## config.mk

```make
export PLATFORM = sky130hd
export DESIGN_NAME = conv2d_scheduler
export DESIGN_NICKNAME = d
export VERILOG_FILES = /design/src/rtl/conv2d_scheduler_pkg.sv /design/src/rtl/conv2d_scheduler_delay.sv /design/src/rtl/conv2d_scheduler.sv
export SDC_FILE = /design/constraint.sdc
export NUM_CORES = 1
export LEC_CHECK = 0
export BUFFER_PORTS_ARGS = -buffer_cell sky130_fd_sc_hd__buf_2
export CORE_AREA = 4 4 115 117
export CTS_BUF_LIST = sky130_fd_sc_hd__clkbuf_16
export DETAILED_ROUTE_END_ITERATION = 8
export DIE_AREA = 0 0 119 121
export HOLD_SLACK_MARGIN = 0.15
export SYNTH_ARGS = -nofsm -noshare
export SYNTH_HDL_FRONTEND = slang
export SYNTH_SLANG_ARGS = --single-unit
```

## constraint.sdc

```tcl
create_clock -name clk -period 5.7 [get_ports clk]
set_input_delay 0.855 -clock clk [delete_from_list [all_inputs] [get_ports clk]]
set_output_delay 0.855 -clock clk [all_outputs]
set_load 0.05 [all_outputs]
```

## src/rtl/conv2d_scheduler_pkg.sv

```systemverilog
// Shared definitions for the conv2d layer scheduler: state encoding and default geometry.
// Latency: n/a (types, constants and a width helper only).
// Backpressure: n/a.
package conv2d_scheduler_pkg;

    // One-hot state encoding.
    typedef enum logic [4:0] {
        IDLE   = 5'b00001,
        LOAD_W = 5'b00010,
        RUN    = 5'b00100,
        DRAIN  = 5'b01000,
        DONE   = 5'b10000
    } state_e;

    // Default layer geometry: 28x28 output, 6 maps, 25 weights + 1 bias, 6-cycle datapath.
    localparam int DEF_OUTPUT_WIDTH       = 28;
    localparam int DEF_OUTPUT_HEIGTH      = 28;
    localparam int DEF_OUTPUT_FEATURE_MAP = 6;
    localparam int DEF_W_DEPTH            = 26;
    localparam int DEF_PIPE_LATENCY       = 6;

    // Bits needed to hold values 0..n-1 (at least 1).
    function automatic int cnt_bits(input int n);
        return (n < 2) ? 1 : $clog2(n);
    endfunction

endpackage

```

## src/rtl/conv2d_scheduler_delay.sv

```systemverilog
// conv_result_delay: fixed-depth shift register carrying result tags alongside the conv datapath.
// Latency: DEPTH cycles from in_dat to out_dat.
// Backpressure: none; shifts every cycle, empty slots carry zeros.
// Ports: clk, rst (async active-high), in_dat[WIDTH] in, out_dat[WIDTH] out.
module conv_result_delay #(
    parameter int DEPTH = 6,
    parameter int WIDTH = 14
) (
    input  logic             clk,
    input  logic             rst,
    input  logic [WIDTH-1:0] in_dat,
    output logic [WIDTH-1:0] out_dat
);

    logic [WIDTH-1:0] pipe_q [DEPTH];
    logic [WIDTH-1:0] pipe_d [DEPTH];

    always_comb begin
        pipe_d[0] = in_dat;
        for (int i = 1; i < DEPTH; i++) begin
            pipe_d[i] = pipe_q[i-1];
        end
    end

    always_ff @(posedge clk or posedge rst) begin
        if (rst) begin
            for (int i = 0; i < DEPTH; i++) begin
                pipe_q[i] <= '0;
            end
        end else begin
            for (int i = 0; i < DEPTH; i++) begin
                pipe_q[i] <= pipe_d[i];
            end
        end
    end

    assign out_dat = pipe_q[DEPTH-1];

endmodule

```

## src/rtl/conv2d_scheduler.sv

```systemverilog
// Layer scheduler for a 5x5 conv engine: loads weights per map, issues window coordinates, tags results.
// Latency: result tag (out_valid/out_addr/out_fmap) appears PIPE_LATENCY cycles after each win_req.
// Backpressure: win_ready=0 in RUN freezes the coordinate and injects a bubble into the result line.
// Ports: clk, rst (async active-high), start; win_ready in; w_rd_en/w_rd_addr weight reads;
//        win_req/win_x/win_y window issue; fmap_idx; out_valid/out_addr/out_fmap; busy, done.
// Optional: CONV_SCHED_PERF_CNT_EN adds stall_cnt[15:0] (saturating RUN stall count, cleared on start).
module conv2d_scheduler
    import conv2d_scheduler_pkg::*;
#(
    parameter int OUTPUT_WIDTH       = DEF_OUTPUT_WIDTH,
    parameter int OUTPUT_HEIGTH      = DEF_OUTPUT_HEIGTH,
    parameter int OUTPUT_FEATURE_MAP = DEF_OUTPUT_FEATURE_MAP,
    parameter int W_DEPTH            = DEF_W_DEPTH,
    parameter int PIPE_LATENCY       = DEF_PIPE_LATENCY
) (
    input  logic        clk,
    input  logic        rst,
    input  logic        start,
    input  logic        win_ready,
    output logic        w_rd_en,
    output logic [4:0]  w_rd_addr,
    output logic        win_req,
    output logic [4:0]  win_x,
    output logic [4:0]  win_y,
    output logic [2:0]  fmap_idx,
    output logic        out_valid,
    output logic [9:0]  out_addr,
    output logic [2:0]  out_fmap,
    output logic        busy,
    output logic        done
`ifdef CONV_SCHED_PERF_CNT_EN
    ,
    output logic [15:0] stall_cnt
`endif
);

    // Counter spans both LOAD_W (0..W_DEPTH incl. settle cycle) and DRAIN (0..PIPE_LATENCY-1).
    localparam int CNT_W = cnt_bits(((W_DEPTH > PIPE_LATENCY) ? W_DEPTH : PIPE_LATENCY) + 1);
    localparam logic [CNT_W-1:0] LOAD_LAST  = CNT_W'(W_DEPTH);
    localparam logic [CNT_W-1:0] DRAIN_LAST = CNT_W'(PIPE_LATENCY - 1);
    localparam logic [4:0]       X_LAST     = 5'(OUTPUT_WIDTH - 1);
    localparam logic [4:0]       Y_LAST     = 5'(OUTPUT_HEIGTH - 1);
    localparam logic [2:0]       F_LAST     = 3'(OUTPUT_FEATURE_MAP - 1);
    localparam logic [9:0]       ROW_STRIDE = 10'(OUTPUT_WIDTH);
    localparam int               DL_W       = 1 + 10 + 3;

    state_e           state_q, state_d;
    logic [CNT_W-1:0] cnt_q, cnt_d;
    logic [4:0]       x_q, x_d;
    logic [4:0]       y_q, y_d;
    logic [2:0]       fmap_q, fmap_d;
    logic             issue;
    logic [9:0]       issue_addr;
    logic [DL_W-1:0]  dl_in, dl_out;

    always_comb begin
        state_d = state_q;
        cnt_d   = cnt_q;
        x_d     = x_q;
        y_d     = y_q;
        fmap_d  = fmap_q;
        issue   = 1'b0;
        case (state_q)
            IDLE: begin
                if (start) begin
                    state_d = LOAD_W;
                    cnt_d   = '0;
                    fmap_d  = '0;
                end
            end
            LOAD_W: begin
                // cnt 0..W_DEPTH-1 are reads; cnt==W_DEPTH lets the last read land.
                if (cnt_q == LOAD_LAST) begin
                    state_d = RUN;
                    cnt_d   = '0;
                    x_d     = '0;
                    y_d     = '0;
                end else begin
                    cnt_d = cnt_q + 1'b1;
                end
            end
            RUN: begin
                issue = win_ready;
                if (win_ready) begin
                    if (x_q == X_LAST) begin
                        x_d = '0;
                        if (y_q == Y_LAST) begin
                            y_d     = '0;
                            state_d = DRAIN;
                            cnt_d   = '0;
                        end else begin
                            y_d = y_q + 1'b1;
                        end
                    end else begin
                        x_d = x_q + 1'b1;
                    end
                end
            end
            DRAIN: begin
                // Holding here for the full datapath depth keeps the next weight load
                // from overlapping the tail of this map's results.
                if (cnt_q == DRAIN_LAST) begin
                    cnt_d = '0;
                    if (fmap_q == F_LAST) begin
                        state_d = DONE;
                    end else begin
                        state_d = LOAD_W;
                        fmap_d  = fmap_q + 1'b1;
                    end
                end else begin
                    cnt_d = cnt_q + 1'b1;
                end
            end
            DONE: begin
                state_d = IDLE;
                fmap_d  = '0;
            end
            default: begin
                state_d = IDLE;
            end
        endcase
    end

    always_ff @(posedge clk or posedge rst) begin
        if (rst) begin
            state_q <= IDLE;
            cnt_q   <= '0;
            x_q     <= '0;
            y_q     <= '0;
            fmap_q  <= '0;
        end else begin
            state_q <= state_d;
            cnt_q   <= cnt_d;
            x_q     <= x_d;
            y_q     <= y_d;
            fmap_q  <= fmap_d;
        end
    end

    assign w_rd_en    = (state_q == LOAD_W) && (cnt_q != LOAD_LAST);
    assign w_rd_addr  = 5'(cnt_q);
    assign win_req    = issue;
    assign win_x      = x_q;
    assign win_y      = y_q;
    assign fmap_idx   = fmap_q;
    assign busy       = (state_q == LOAD_W) || (state_q == RUN) || (state_q == DRAIN);
    assign done       = (state_q == DONE);

    assign issue_addr = ({5'd0, y_q} * ROW_STRIDE) + {5'd0, x_q};
    // Bubbles enter as all-zero so idle slots never carry stale tags.
    assign dl_in      = issue ? {1'b1, issue_addr, fmap_q} : '0;

    conv_result_delay #(
        .DEPTH (PIPE_LATENCY),
        .WIDTH (DL_W)
    ) u_delay (
        .clk     (clk),
        .rst     (rst),
        .in_dat  (dl_in),
        .out_dat (dl_out)
    );

    assign {out_valid, out_addr, out_fmap} = dl_out;

`ifdef CONV_SCHED_PERF_CNT_EN
    logic [15:0] stall_cnt_q, stall_cnt_d;

    always_comb begin
        stall_cnt_d = stall_cnt_q;
        if ((state_q == IDLE) && start) begin
            stall_cnt_d = '0;
        end else if ((state_q == RUN) && !win_ready && (stall_cnt_q != 16'hFFFF)) begin
            stall_cnt_d = stall_cnt_q + 16'd1;
        end
    end

    always_ff @(posedge clk or posedge rst) begin
        if (rst) begin
            stall_cnt_q <= '0;
        end else begin
            stall_cnt_q <= stall_cnt_d;
        end
    end

    assign stall_cnt = stall_cnt_q;
`endif

endmodule

```

======== After elaboration in Yosys (flattened, before gate mapping) ========
Index checks and enable logic that the tools add are counted.
cells by class
  multiply operators ...................... 1
  equality and inequality tests ........... 18
  multiplexer cells ....................... 29
  add/sub/neg operators ................... 5
  reductions and logical operators ........ 11
operator list
  operator                                           count
  two-way mux 5 bit                                  19
  one-hot mux 5 bit (4 select lines)                 2
  == test 5 bit (second input constant)              4
  one-hot mux 5 bit (2 select lines)                 2
  adder 5 x 1 -> 5 bit (second input constant)       3
  two-way mux 14 bit                                 1
  inequality test 2 bit (second input constant)      7
  adder 10 x 5 -> 10 bit                             1
  == test 5 x 3 -> 1 bit (second input constant)     2
  two-way mux 3 bit                                  3
  one-hot mux 3 bit (3 select lines)                 1
  multiplier 5 x 3 -> 8 bit (second input constant)  1
  AND reduction 4 bit                                2
  AND reduction 6 bit                                1
  == test 5 x 1 -> 1 bit (second input constant)     1
  == test 5 x 2 -> 1 bit (second input constant)     1
  == test 5 x 4 -> 1 bit (second input constant)     1
  inequality test 5 bit (second input constant)      1
  AND reduction 5 bit                                1
  nonzero test 4 bit                                 1
  adder 3 x 1 -> 3 bit (second input constant)       1
  == test 3 bit (second input constant)              1
  AND reduction 3 bit                                1
  nonzero test 3 bit                                 1
  other kinds (4)                                    5
word-level totals
  input bits .............................. 4
  register bits ........................... 107
  output and inout bits ................... 36
  logic and storage cells ................. 75

======== Longest topological paths before layout ========
  word-level depth ........................ 5
  mapped depth ............................ 9
  mapped depth without buffers ............ 9

======== Cells and area by module ========
A second synthesis with hierarchy kept.
second synthesis, totals
  cell total of the unflattened synthesis .. 299
  area, all modules ....................... 4131.5 sq um
modules (own cells, without submodules)
  module             times used  area an instance (sq um)  cells each  seq. area each (sq um)
  conv_result_delay  1           2105.8                    85          2102.0
  conv2d_scheduler   1           2025.7                    214         576.8

======== Worst setup path after synthesis ========
Ideal clock, no wire load.
  path type ............................... register -> register
  start ................................... register y_q[2] (netlist: win_y[2])
  end ..................................... register u_delay.pipe_q, in the netlist u_delay.pipe_d[68]
  clock period less this slack ............ 3416 ps
  library setup time ...................... 125 ps
  required time ........................... 5575 ps
  path slack .............................. 2284 ps
  path buffers ............................ 0
  arrival time ............................ 3291 ps
  stages on the path, launching flop included .. 9
  cells stage by stage .................... dfrtp_1 fa_1 ha_1 inv_1 fa_1 xnor2_1 or3b_2 nor4b_1 mux2_2
on the way
  cells in the longest elaborated chain, start to end .. 3
RTL lines
  what                           line                          source
  start, declared                conv2d_scheduler.sv:50        logic [4:0] y_q, y_d;
  start signal, assigned         conv2d_scheduler.sv:135       y_q <= y_d;
  multiplier 5 x 3 -> 8 bit      conv2d_scheduler.sv:149       assign issue_addr = ({5'd0, y_q} * ROW_STRIDE) + {5'd0, x_q};
  adder 10 x 5 -> 10 bit         conv2d_scheduler.sv:149
  two-way mux 14 bit             conv2d_scheduler.sv:151       assign dl_in = issue ? {1'b1, issue_addr, fmap_q} : '0;
  net dl_in[12]                  conv2d_scheduler.sv:54        logic [DL_W-1:0] dl_in, dl_out;
  end signal, assigned by index  conv2d_scheduler_delay.sv:32  pipe_q[i] <= pipe_d[i];
  end, declared                  conv2d_scheduler_delay.sv:15  logic [WIDTH-1:0] pipe_q [DEPTH];
The timed path passes the listed nets, and every way through them passes these cells.
A chain may end at the register's enable or synchronous reset.

======== Worst setup path in the final report ========
Ends and elaborated chain as after synthesis.

==> metrics.txt <==
Detail Placement HPWL between 4 and 5 mm; largest net degree at the start of global routing 63; DR iter-0 viols 196; aggregate global-route resource usage 0.0971; # hold bufs at CTS 0; antenna-violating nets left 0; kind of end point of the critical path flop; Max Clock Skew between 0.003 and 0.004 ns; Seq cells post-synth 107; Synthesis Warnings 0; cts bufs inserted 9; number of global-route vias before repair 2353; # IOs 40; Routed WL 6.54 mm; Starting Density 0.330; max_cap viols 0; Port Buf Inserts 39; wire per inst 12.3 um; Max transition margin 0.501; clock sink count around 110; Post-Place Worst Slack around 2.4 ns; overflow left after global routing 0; diode count 0; fillers 1174; Setup Total Neg Slack 0 ns; first-pass GRT wire length ~11 mm; count of cell types in the netlist around 50; row count around 40; Post-DP Area approximately 0.0045 mm^2; HP Class reg -> reg; RSZ-0062 raised after global routing false; GR Layer Usage met1 0.124; number of enable flip-flop cells after synthesis 0; asr flop ratio synth 1.00; post-CTS resize count 0; postcts setup bufs 0; post-route cell area roughly 0.0048 mm^2; chip width about 120 um; DRC viols 0; P_leak 2.47 nW; FMAX 0.299 GHz; FF-to-FF path depth 8; CP Data Arrival Time between 3 and 4 ns; Hold Violations, Final 0; Core Area roughly 0.012 mm^2; Vias approximately 2400; busiest grt layer met2; worst skew pair latency between 0.3 and 0.4 ns; met2 usage 0.147; Layout area overhead 16.7%; sequential fraction of the synthesis area 0.656; clock period minus worst slack around 3.3 ns; Mapped Avg Cell Area 13.2 um^2; CTS tree yes; Synth Flop Type dfrtp_1; Power Dens Cells between 300 and 400 mW/mm^2; final worst slack 2.35 ns; count of final setup violators 0; Max clock buf depth 2; H-tree levels 3; worst path required time a little under 6 ns; clk root buf clkbuf_16; drt via density between 4 and 5; Slew Limit Fails 0; met3 Use GR 0.0308; fin crit share 0.587; antenna violations before repair 0; DRT Pass-1 Iters 4; Die Y 121 um; cells after synthesis 310; Peak VDD IR around 190 uV; hold depth 0; Hold Slack around 0.35 ns; crit path max fanout 10; nets between 300 and 400; post-synthesis net count between 300 and 400; die footprint between 0.01 and 0.015 mm^2; status finished clean; placer congestion estimate just over 0.8; CP Class reg -> reg; Cell Area, Synth approximately 0.0041 mm^2; Worst Max-Slew Pin Slew approximately 0.75 ns; Reg clk slew, reported paths ~0.070 ns; CP startpoint kind flop; proportion of layout cells with a drive suffix above 1 0.192
-- routing by layer --
layer	vias up	wire (um)
met5	-	0
met4	0	228
met3	17	316
met2	48	2980
met1	1168	3010
li1	1142	-
-- power by group --
part | internal, mW | switching (mW)
combinational | 0.0799 | 0.192
clock | 0.349 | 0.280
sequential | 0.784 | 0.0482
total | 1.21 | 0.521
-- worst max-delay path, stage by stage, from the launching register on --
cell and delay, ns:
dfrtp_1 0.54, fa_1 0.55, ha_1 0.16, inv_1 0.05
fa_1 0.39, xnor2_1 0.30, or3b_2 0.51, nor4b_1 0.36
mux2_2 0.37
-- cells in the mapped netlist (3+ instances only) --
| library cell | number | share of area |
|---|---|---|
| dfrtp_1 | 106 | 0.65 |
| inv_1 | 21 | 0.019 |
| ha_1 | 19 | 0.058 |
| o21ai_0 | 19 | 0.023 |
| nand2_1 | 18 | 0.017 |
| nor2_1 | 16 | 0.015 |
| a21oi_1 | 11 | 0.013 |
| nand3_1 | 11 | 0.013 |
| a21o_1 | 6 | 0.011 |
| and3_1 | 6 | 0.0092 |
| fa_1 | 6 | 0.029 |
| buf_2 | 5 | 0.0061 |
| and2_1 | 4 | 0.0061 |
| nand2b_1 | 4 | 0.0061 |
| nor3_1 | 4 | 0.0049 |
| xor2_1 | 4 | 0.0086 |
| a31oi_1 | 3 | 0.0046 |
| nor3b_2 | 3 | 0.0092 |
| xnor2_1 | 3 | 0.0064 |
-- area by class of cell --
class | count | area, um^2 | share of cell area
flip-flops and latches | 107 | 2680 | 0.562
multi-input cells | 174 | 1270 | 0.268
clock buffers | 9 | 225 | 0.0473
well taps | 172 | 215 | 0.0452
repair buffers | 40 | 203 | 0.0425
inverters | 22 | 85.1 | 0.0179
clock inverters | 7 | 82.6 | 0.0173
-- metrics by stage --
step	instances	power, mW	util
floorplan	310	1.07	-
global placement	515	1.11	0.360
detailed placement	515	1.12	0.360
CTS	531	1.76	0.385
global route	531	1.83	0.385
finish	531	1.73	0.385
-- path summary, 6_finish.rpt --
check                                          end  slack (ns)          startpoint
worst max-delay path            u_delay.pipe_d[68]        2.35            win_y[2]
worst min-delay path            u_delay.pipe_d[12]        0.35  u_delay.pipe_d[26]
worst max register to register  u_delay.pipe_d[68]        2.35            win_y[2]
worst min register to register  u_delay.pipe_d[12]        0.35  u_delay.pipe_d[26]
max in group asynchronous       u_delay.pipe_d[39]        4.01                 rst
min in group asynchronous       u_delay.out_dat[1]        0.64                 rst
-- kinds of logic after synthesis --
logic type / synth area share
xor+xnor: 0.0150
fa+ha+maj: 0.0876
mux: 0.00521
simple gates: 0.119
compound gates: 0.0855
flops: 0.656
buf+inv: 0.0319
-- sequential cells by signal, indices dropped and copies added, names as in the netlist --
signal,cells
fmap_idx,3
state_q,5
w_rd_addr,5
win_x,5
u_delay.pipe_d,70
win_y,5
u_delay.out_dat,14
-- layout by cell type, fill, tap and decap left out, types with 3 or more instances in the layout --
cell,synthesis,routed
clkbuf_16,0,9
nand3_1,11,11
nor2_1,16,16
ha_1,19,19
fa_1,6,6
nor3b_2,3,3
xor2_1,4,4
a31oi_1,3,3
nand2_1,18,18
inv_1,21,20
nor3_1,4,4
and3_1,6,6
and2_1,4,4
buf_2,5,39
a21o_1,6,6
dfrtp_1,106,106
a21oi_1,11,11
nand2b_1,4,4
xnor2_1,3,3
o21ai_0,19,19
(Power assumes the default switching activity.)
